$ cat src/rtl/uart_reg_bridge.sv
// -----------------------------------------------------------------------------
// uart_reg_bridge
//
// Parses a byte stream from the UART receiver into register-bus transactions
// and returns a response byte stream to the UART transmitter.
//
//   Write frame : 'W' addr_hi addr_lo data_hi data_lo  -> response 'A'
//   Read frame  : 'R' addr_hi addr_lo                  -> response data_hi data_lo
//   Other first byte                                   -> response 'N'
//
// A partial frame left idle for P_TIMEOUT cycles is abandoned silently.
//
// Ports
//   i_clk, i_rst_n         clock, asynchronous active-low reset
//   i_rx_data, i_rx_valid  received byte and its one-cycle strobe
//   o_tx_data, o_tx_valid  response byte and valid
//   i_tx_ready             transmitter accepts on valid&ready
//   o_addr, o_wdata        register bus address / write data
//   o_wen                  register bus write enable (one-cycle pulse)
//   i_q                    register bus read data (registered by the map)
//   o_busy                 high whenever a frame or response is in progress
// -----------------------------------------------------------------------------
module uart_reg_bridge #(
   parameter int P_TIMEOUT = 500000
) (
   input  logic        i_clk,
   input  logic        i_rst_n,
   input  logic [7:0]  i_rx_data,
   input  logic        i_rx_valid,
   output logic [7:0]  o_tx_data,
   output logic        o_tx_valid,
   input  logic        i_tx_ready,
   output logic [15:0] o_addr,
   output logic [15:0] o_wdata,
   output logic        o_wen,
   input  logic [15:0] i_q,
   output logic        o_busy
);

   localparam int             CW      = (P_TIMEOUT > 1) ? $clog2(P_TIMEOUT) : 1;
   localparam logic [CW-1:0]  TO_LAST = CW'(P_TIMEOUT - 1);

   localparam logic [7:0] CMD_W  = 8'h57;
   localparam logic [7:0] CMD_R  = 8'h52;
   localparam logic [7:0] RSP_A  = 8'h41;
   localparam logic [7:0] RSP_N  = 8'h4E;

   typedef enum logic [3:0] {
      S_IDLE,
      S_ADDR_H,
      S_ADDR_L,
      S_DATA_H,
      S_DATA_L,
      S_WRITE,
      S_RD_WAIT0,
      S_RD_WAIT1,
      S_TX_ACK,
      S_TX_NAK,
      S_TX_HI,
      S_TX_LO
   } state_t;

   state_t          state;
   state_t          state_nx;
   logic            is_write;
   logic [15:0]     rdata;
   logic [CW-1:0]   cnt;
   logic            mid_frame;
   logic            timeout;

   // Only the header/payload collection states are subject to the inter-byte
   // timeout; a byte arriving in the expiry cycle cancels the expiry.
   assign mid_frame = (state == S_ADDR_H) || (state == S_ADDR_L) ||
                      (state == S_DATA_H) || (state == S_DATA_L);
   assign timeout   = mid_frame && !i_rx_valid && (cnt == TO_LAST);

   // -------------------------------------------------------------------------
   // State register
   // -------------------------------------------------------------------------
   // NOTE: sequential state uses non-blocking assignments so every flop
   // samples pre-edge values, independent of process evaluation order.
   always_ff @(posedge i_clk or negedge i_rst_n) begin
      if (!i_rst_n) state <= S_IDLE;
      else          state <= state_nx;
   end

   // -------------------------------------------------------------------------
   // Next-state logic
   // -------------------------------------------------------------------------
   // NOTE: state_nx is defaulted before the case so no path leaves it
   // unassigned, which would otherwise infer a latch.
   always_comb begin
      state_nx = state;
      unique case (state)
         S_IDLE: begin
            if (i_rx_valid) begin
               if ((i_rx_data == CMD_W) || (i_rx_data == CMD_R)) state_nx = S_ADDR_H;
               else                                               state_nx = S_TX_NAK;
            end
         end
         S_ADDR_H:   if (i_rx_valid) state_nx = S_ADDR_L;
         S_ADDR_L:   if (i_rx_valid) state_nx = is_write ? S_DATA_H : S_RD_WAIT0;
         S_DATA_H:   if (i_rx_valid) state_nx = S_DATA_L;
         S_DATA_L:   if (i_rx_valid) state_nx = S_WRITE;
         S_WRITE:    state_nx = S_TX_ACK;
         S_RD_WAIT0: state_nx = S_RD_WAIT1;
         S_RD_WAIT1: state_nx = S_TX_HI;
         S_TX_ACK:   if (i_tx_ready) state_nx = S_IDLE;
         S_TX_NAK:   if (i_tx_ready) state_nx = S_IDLE;
         S_TX_HI:    if (i_tx_ready) state_nx = S_TX_LO;
         S_TX_LO:    if (i_tx_ready) state_nx = S_IDLE;
         default:    state_nx = S_IDLE;
      endcase
      if (timeout) state_nx = S_IDLE;
   end

   // -------------------------------------------------------------------------
   // Outputs decoded from state. Because the response byte is a pure function
   // of the state and rdata, it is inherently stable while stalled, and
   // o_wen / o_tx_valid drop the instant reset forces the state to IDLE.
   // -------------------------------------------------------------------------
   always_comb begin
      o_tx_data  = 8'h00;
      o_tx_valid = 1'b0;
      unique case (state)
         S_TX_ACK: begin o_tx_data = RSP_A;       o_tx_valid = 1'b1; end
         S_TX_NAK: begin o_tx_data = RSP_N;       o_tx_valid = 1'b1; end
         S_TX_HI:  begin o_tx_data = rdata[15:8]; o_tx_valid = 1'b1; end
         S_TX_LO:  begin o_tx_data = rdata[7:0];  o_tx_valid = 1'b1; end
         default:  ;
      endcase
   end

   assign o_wen  = (state == S_WRITE);
   assign o_busy = (state != S_IDLE);

   // -------------------------------------------------------------------------
   // Datapath: command type, address, write data, read data, timeout counter
   // -------------------------------------------------------------------------
   // NOTE: every datapath register is reset; the register bus must present a
   // defined address and data right out of reset.
   always_ff @(posedge i_clk or negedge i_rst_n) begin
      if (!i_rst_n) begin
         is_write <= 1'b0;
         o_addr   <= 16'h0000;
         o_wdata  <= 16'h0000;
         rdata    <= 16'h0000;
         cnt      <= '0;
      end else begin
         if (i_rx_valid) begin
            unique case (state)
               S_IDLE:   is_write      <= (i_rx_data == CMD_W);
               S_ADDR_H: o_addr[15:8]  <= i_rx_data;
               S_ADDR_L: o_addr[7:0]   <= i_rx_data;
               S_DATA_H: o_wdata[15:8] <= i_rx_data;
               S_DATA_L: o_wdata[7:0]  <= i_rx_data;
               default:  ;
            endcase
         end

         // The map registers i_q one cycle after the address settles, so it
         // is valid during RD_WAIT1.
         if (state == S_RD_WAIT1) rdata <= i_q;

         if (!mid_frame || i_rx_valid || timeout) cnt <= '0;
         else                                     cnt <= cnt + 1'b1;
      end
   end

endmodule

$ cat config.mk
export PLATFORM = sky130hd
export DESIGN_NAME = uart_reg_bridge
export DESIGN_NICKNAME = d
export VERILOG_FILES = /design/src/rtl/uart_reg_bridge.sv
export SDC_FILE = /design/constraint.sdc
export NUM_CORES = 1
export LEC_CHECK = 0
export BUFFER_PORTS_ARGS = -buffer_cell sky130_fd_sc_hd__buf_2
export CAP_MARGIN = 20
export CORE_MARGIN = 3
export CORE_UTILIZATION = 49
export DETAILED_ROUTE_END_ITERATION = 10
export PLACE_DENSITY_LB_ADDON = 0.08
export SYNTH_ARGS = -nofsm -noshare
export SYNTH_HDL_FRONTEND = slang
export SYNTH_SLANG_ARGS = --single-unit
$ cat constraint.sdc
create_clock -name i_clk -period 2.01 [get_ports i_clk]
set_input_delay 0.402 -clock i_clk [delete_from_list [all_inputs] [get_ports i_clk]]
set_output_delay 0.402 -clock i_clk [all_outputs]
set_load 0.02 [all_outputs]
==> qor.csv, run 1 <==
metric,value,unit
clock_tree.buffer_depth,2,
crit_fanout,18,
worstSetupPathDepth,5,
postRouteWirelength,7077,microns
cp_slowest_cell,sky130_fd_sc_hd__or4_4,
rsz0062_at_grt,yes,
port_buffers,70,
finalNetCount,408,
synth.net_count,310,
cts_root_buf,sky130_fd_sc_hd__clkbuf_8,
ctsHoldBuffers,0,
timing_worst_slew_pin_value,0.4160,ns
drc_markers,0,
critical_path.top_delay_family,simple AND/OR/NAND/NOR gates,
cts_buffers,9,
fp.dieArea,7697,sq um
worst_hold_path_type,in -> async,
tritoncts,done,
power_density,1404,nW/um^2
worstReg2RegEnd,cnt[13]$_DFF_PN0_,
setup_viol_count_final,0,
fmaxAchievable,510.9,MHz
r2r_setup_slack,0.05,ns
final.setup_skew,0.008994,ns
grt_first_pass_wirelength,11810,microns
cp_data_arrival_time,2.18,ns
synth_seq_cells,72,
antenna_cells,0,
synth_enable_flop_cells,0,
tritoncts_num_sinks,72,
period_needed,1.957,ns
start_util,50.96,%
hold_violations_final,0,
clk_pin_slew_worst_paths,0.08,ns
critical_path.endpoint_type,register,
io_pins,71,
synth_area_per_cell,11.65,sq um
syn_area,3273,sq um
cap_viol_max_count,0,
floorplan.die.width,87.73,microns
slew_violations,0,
global_route.overflow_total,0,
dr.pass1.iters,6,
final_layout_size_suffix_gt1_share,45.57,%
cp_cell_sequence,"or4b_4, or4_4, o21bai_4, buf_12, a21oi_1",
yosysSeqAreaShare,55.05,%
postPlaceCellArea,3869,sq um
reg2reg_depth,5,
total_leakage_power,0.001876,uW
synthArstFlopShare,100.0,%
synth-main-ff-cell,sky130_fd_sc_hd__dfrtp_1,
dr.first_iter.drc_count,106,
synth_cell_types,41,
detail_route_antenna_nets,0,
slowest_delay,0.56,ns
h-tree-depth,3,
fin_tns_setup,0,ns
avgViaCountPerCell,5.414,
dieHeight,87.73,microns
timing.final.crit_share,97.38,%
vdd.ir_drop.worst,0.0008635,V
gp_routability_congestion,0.8506,
post_synth_inst_count,281,
design_area,4123,sq um
area_delta_synth_final,25.96,%
run_status,"finished, final reports clean",
path_class,reg -> reg,
hpwl,5020,microns
gr-usage-all-layers,19.81,%
grt_antenna_before_repair,0,
wl_per_cell,15.35,microns
postLayoutCoreUtil,64.19,%
core.rowCount,29,
dr_total_vias,2496,
final_cell_count_no_fill,461,
core_outline_area,6422,sq um
clk_latency,0.34,ns
maximum_number_of_pins_on_one_net_before_global_route_repair,73,
setup.worst_path.start_class,register,
worst_ep_required,2.23,ns
regToRegStartpoint,cnt[11]$_DFF_PN0_,
placedCellCount,441,
slew_hr,72.19,%
grt_pass1_vias,2504,
total_of_warnings_raised_by_yosys,0,
cp_num_buf_inv,1,
## flip-flops by register name (all words and copies together), names as in the netlist
name      cells
o_wdata      16
o_addr       16
rdata        16
cnt          19
is_write      1
state         4
## Yosys cell counts (2+ instances only)
master	count	share of area (%)
sky130_fd_sc_hd__dfrtp_1	72	55
sky130_fd_sc_hd__mux2_2	48	17
sky130_fd_sc_hd__nor2_1	24	2.8
sky130_fd_sc_hd__a21oi_1	19	2.9
sky130_fd_sc_hd__nand3_1	15	2.3
sky130_fd_sc_hd__nand2_1	14	1.6
sky130_fd_sc_hd__o21ai_0	10	1.5
sky130_fd_sc_hd__nor3_1	8	1.2
sky130_fd_sc_hd__inv_1	7	0.80
sky130_fd_sc_hd__xnor2_1	7	1.9
sky130_fd_sc_hd__clkbuf_1	6	0.69
sky130_fd_sc_hd__nand4_1	6	1.1
sky130_fd_sc_hd__mux2i_1	5	1.5
sky130_fd_sc_hd__or3_1	5	0.96
sky130_fd_sc_hd__xor2_1	5	1.3
sky130_fd_sc_hd__and4_1	2	0.54
sky130_fd_sc_hd__buf_1	2	0.23
sky130_fd_sc_hd__nand2b_1	2	0.38
sky130_fd_sc_hd__or3b_2	2	0.54
## layer usage
| metal | up-vias | track usage, % | wire, microns |
|---|---|---|---|
| li1 | 1204 | - | - |
| met1 | 1231 | 24.16 | 3023 |
| met2 | 48 | 33.42 | 3637 |
| met3 | 13 | 5.362 | 284 |
| met4 | 0 | 7.810 | 131 |
| met5 | - | 0 | 0 |
## cell usage in the layout (no fill, tap or decap), drive strengths merged, types with 3 or more instances in the layout
master  count
a21oi      19
and4        3
nand4       6
mux2i       5
nor2       24
xnor2       7
clkbuf     11
or3         5
o21ai      10
nand2      14
buf        96
mux2       48
inv         7
nor3        9
xor2        5
dfrtp      72
nand3      15
## where the power goes
group	switching (uW)	internal, uW	total (uW)
Combinational	1270	1030	2300
Sequential	335	1990	2320
Clock	527	636	1160
Total	2130	3650	5790
## worst max path at each step
stage / from / endpoint / slack [ns]
3_3_place_gp: cnt[11]$_DFF_PN0_ / state[0]$_DFFE_PN0P_ / 0.08
3_5_place_dp: cnt[11]$_DFF_PN0_ / state[2]$_DFFE_PN0P_ / 0.03
5_1_grt: cnt[11]$_DFF_PN0_ / cnt[14]$_DFF_PN0_ / -0.02
2_1_floorplan: cnt[11]$_DFF_PN0_ / cnt[10]$_DFF_PN0_ / 0.05
4_1_cts: state[0]$_DFFE_PN0P_ / o_wen / 0.01
6_report: cnt[11]$_DFF_PN0_ / cnt[13]$_DFF_PN0_ / 0.05
## stage by stage
step | total power, uW | hold WS [ns] | setup WS, ns
4_1_cts | 5805 | 0.08191 | 0.01492
3_3_place_gp | 4530 | 0.4598 | 0.07670
5_1_grt | 6165 | 0.08525 | -0.01724
3_5_place_dp | 4607 | 0.4612 | 0.03121
2_1_floorplan | 3790 | 0.1064 | 0.04807
6_report | 5787 | 0.06864 | 0.05273
## layout make-up
type | count | area [sq um]
tap | 77 | 96.34
timing repair buffer | 96 | 573.1
inverter | 7 | 26.28
sequential | 72 | 1805
clock inverter | 5 | 55.05
multi-input combinational | 193 | 1415
clock buffer | 11 | 151.4
fill | 545 | 2300
## cell families (layout without fill, tap and decap cells)
kind of cell	after synthesis	in the layout	share of synthesized area, %
adder cells (fa/ha/maj)	1	1	0.3822
AND/OR/NAND/NOR	91	91	14.91
flip-flops	72	72	55.05
XOR/XNOR	12	12	3.211
buffers and inverters	16	119	2.064
AO/OA/AOI/OAI	36	36	6.346
multiplexers	53	53	18.04
## timing repair
| item | in CTS | in global routing |
|---|---|---|
| setup endpoints to repair | 6 | 22 |
| gates resized for setup | 4 | 4 |
| setup buffers | 0 | 4 |
No activity file was read; power rests on OpenSTA's default activity.
==> run 2: changes to the inputs <==
- CORE_MARGIN: 3 -> 5
==> qor.csv, run 2 (synthesis results as in run 1) <==
metric,value,unit,change
final_common_cell,sky130_fd_sc_hd__buf_2,,
finalNetCount,406,,was 408
grt_first_pass_wirelength,11870,microns,was 11810 microns
cts_buffers,9,,unchanged
fin_tns_setup,0,ns,unchanged
swShare,37.94,%,was 36.87%
antenna_cells,0,,unchanged
core.rowCount,29,,unchanged
run_status,"finished, final reports clean",,unchanged
worstSetupStartpoint,cnt[11]$_DFF_PN0_,,unchanged
multi_input_area,1425,sq um,was 1415 sq um
max_flop_register,cnt,,unchanged
dieHeight,91.73,microns,was 87.73 microns
area_delta_synth_final,25.19,%,was 25.96%
wl_per_cell,15.38,microns,was 15.35 microns
sequential_cell_area,1805,sq um,unchanged
clockPowerShare,18.9,%,was 20.1%
gr-usage-all-layers,17.53,%,was 19.81%
final_layout_size_suffix_gt1_share,45.81,%,was 45.57%
most_frequent_cells_in_the_layout,"sky130_fd_sc_hd__buf_2, sky130_fd_sc_hd__dfrtp_1, sky130_fd_sc_hd__mux2_2",,"was sky130_fd_sc_hd__dfrtp_1, sky130_fd_sc_hd__buf_2, sky130_fd_sc_hd__mux2_2"
core_outline_area,6422,sq um,unchanged
fmaxAchievable,511.4,MHz,was 510.9 MHz
worst_ep_required,2.24,ns,was 2.23 ns
tritoncts,done,,unchanged
placedCellCount,443,,was 441
clk_pin_slew_worst_paths,0.08,ns,about the same
floorplan.die.width,91.73,microns,was 87.73 microns
drc_markers,0,,unchanged
vdd.ir_drop.worst,0.0008713,V,was 0.0008635 V
total_leakage_power,0.001856,uW,was 0.001876 uW
postLayoutCoreUtil,63.80,%,was 64.19%
maximum_number_of_pins_on_one_net_before_global_route_repair,73,,unchanged
slowest_delay,0.56,ns,about the same
period_needed,1.955,ns,was 1.957 ns
setup.worst_path.start_class,register,,unchanged
slew_violations,0,,unchanged
regToRegStartpoint,cnt[11]$_DFF_PN0_,,unchanged
clock_tree.buffer_depth,2,,unchanged
clk_latency,0.34,ns,about the same
crit_fanout,18,,unchanged
grt_pass1_vias,2437,,was 2504
cp_cell_sequence,"or4b_4, or4_4, o21bai_4, buf_12, a21oi_1",,unchanged
hpwl,5076,microns,was 5020 microns
pwr-share-comb,40.2,%,was 39.8%
switching_power,2151,uW,was 2134 uW
largest_reg_flops,19,,unchanged
timing_worst_slew_pin_value,0.4429,ns,was 0.4160 ns
grt_antenna_before_repair,0,,unchanged
dr_total_vias,2453,,was 2496
slew_hr,70.07,%,was 72.19%
intPower,3517,uW,was 3653 uW
cp_slowest_cell,sky130_fd_sc_hd__or4_4,,unchanged
seqPwrFrac,40.9,%,was 40.1%
start_util,50.96,%,unchanged
worst_hold_path_type,in -> async,,unchanged
ctsHoldBuffers,0,,unchanged
timing.final.crit_share,97.29,%,was 97.38%
design_area,4098,sq um,was 4123 sq um
setup_viol_count_final,0,,unchanged
power_density,1383,nW/um^2,was 1404 nW/um^2
cp_data_arrival_time,2.18,ns,about the same
final_cell_count_no_fill,459,,was 461
final.setup_skew,0.008570,ns,was 0.008994 ns
h-tree-depth,3,,unchanged
dr.first_iter.drc_count,89,,was 106
critical_path.endpoint_type,register,,unchanged
global_route.overflow_total,0,,unchanged
avgViaCountPerCell,5.344,,was 5.414
port_buffers,70,,unchanged
dr.pass1.iters,4,,was 6
postRouteWirelength,7058,microns,was 7077 microns
gp_routability_congestion,0.7754,,was 0.8506
tritoncts_num_sinks,72,,unchanged
post-cts-setup-buffer-count,0,,unchanged
fp.dieArea,8414,sq um,was 7697 sq um
path_class,reg -> reg,,unchanged
filler_cell_count,545,,unchanged
hold_slack,0.06467,ns,was 0.06864 ns
cap_viol_max_count,0,,unchanged
detail_route_antenna_nets,0,,unchanged
cts_root_buf,sky130_fd_sc_hd__clkbuf_8,,unchanged
rsz0062_at_grt,yes,,unchanged
hold_violations_final,0,,unchanged
io_pins,71,,unchanged
postPlaceCellArea,3884,sq um,was 3869 sq um
==> run 2: cell count changes in the layout (fill, tap and decap cells not counted), sizes merged <==
cell	previous run	this run
bufinv	1	0
clkinv	2	1
buf	96	94
inv	7	9
==> run 2: power by group through the flow <==
stage | Clock [uW] | Sequential [uW] | Combinational [uW]
after floorplan | 0 | 2630 | 1160
after global placement | 0 | 2310 | 2250
after detailed placement | 0 | 2330 | 2290
after CTS | 1100 | 2310 | 2300
after global routing | 1170 | 2390 | 2480
final | 1070 | 2320 | 2280
==> run 2: layer usage <==
metal	track usage [%]	vias to the layer above	routed length, microns
met5	0	-	0
met4	7.054	0	107
met3	5.155	10	375
met2	27.51	41	3437
met1	22.93	1195	3136
li1	-	1207	-
==> run 2: final timing paths <==
| kind | end | slack (ns) | cells after the start |
|---|---|---|---|
| setup / recovery | cnt[17]$_DFF_PN0_ | 0.05 | 5 |
| hold / removal | cnt[16]$_DFF_PN0_ | 0.06 | 2 |
| setup reg to reg | cnt[17]$_DFF_PN0_ | 0.05 | 5 |
| hold reg to reg | cnt[0]$_DFF_PN0_ | 0.49 | 1 |
| max in group asynchronous | state[3]$_DFFE_PN0P_ | 1.61 | 2 |
| min in group i_clk | rdata[15]$_DFFE_PN0N_ | 0.28 | 2 |
==> run 2: layout make-up <==
cell class | count | share of cell area [%]
Tap cell | 77 | 2.351
Multi-Input combinational cell | 193 | 34.78
Inverter | 7 | 0.6412
Timing Repair Buffer | 94 | 13.56
Sequential cell | 72 | 44.06
Clock inverter | 5 | 0.9160
Clock buffer | 11 | 3.695
==> run 2: stage by stage <==
stage          total power (uW)  worst slack, ns
2_1_floorplan              3790          0.04807
3_3_place_gp               4558          0.09237
3_5_place_dp               4617          0.02324
4_1_cts                    5708         0.003044
5_1_grt                    6036        -0.007167
6_report                   5668          0.05454
==> run 2: worst max-delay path, delay by kind of cell, from the launching register on <==
kind,cells,cell delay [ns]
compound gates,2,0.20
buf+inv,1,0.16
flops,1,0.38
simple gates,2,1.09
==> run 2: what timing repair did <==
item | 4_1_cts | 5_1_grt
endpoints found under the setup margin | 2 | 18
resized for setup | 1 | 8
cloned | 0 | 0
pin swaps | 0 | 0
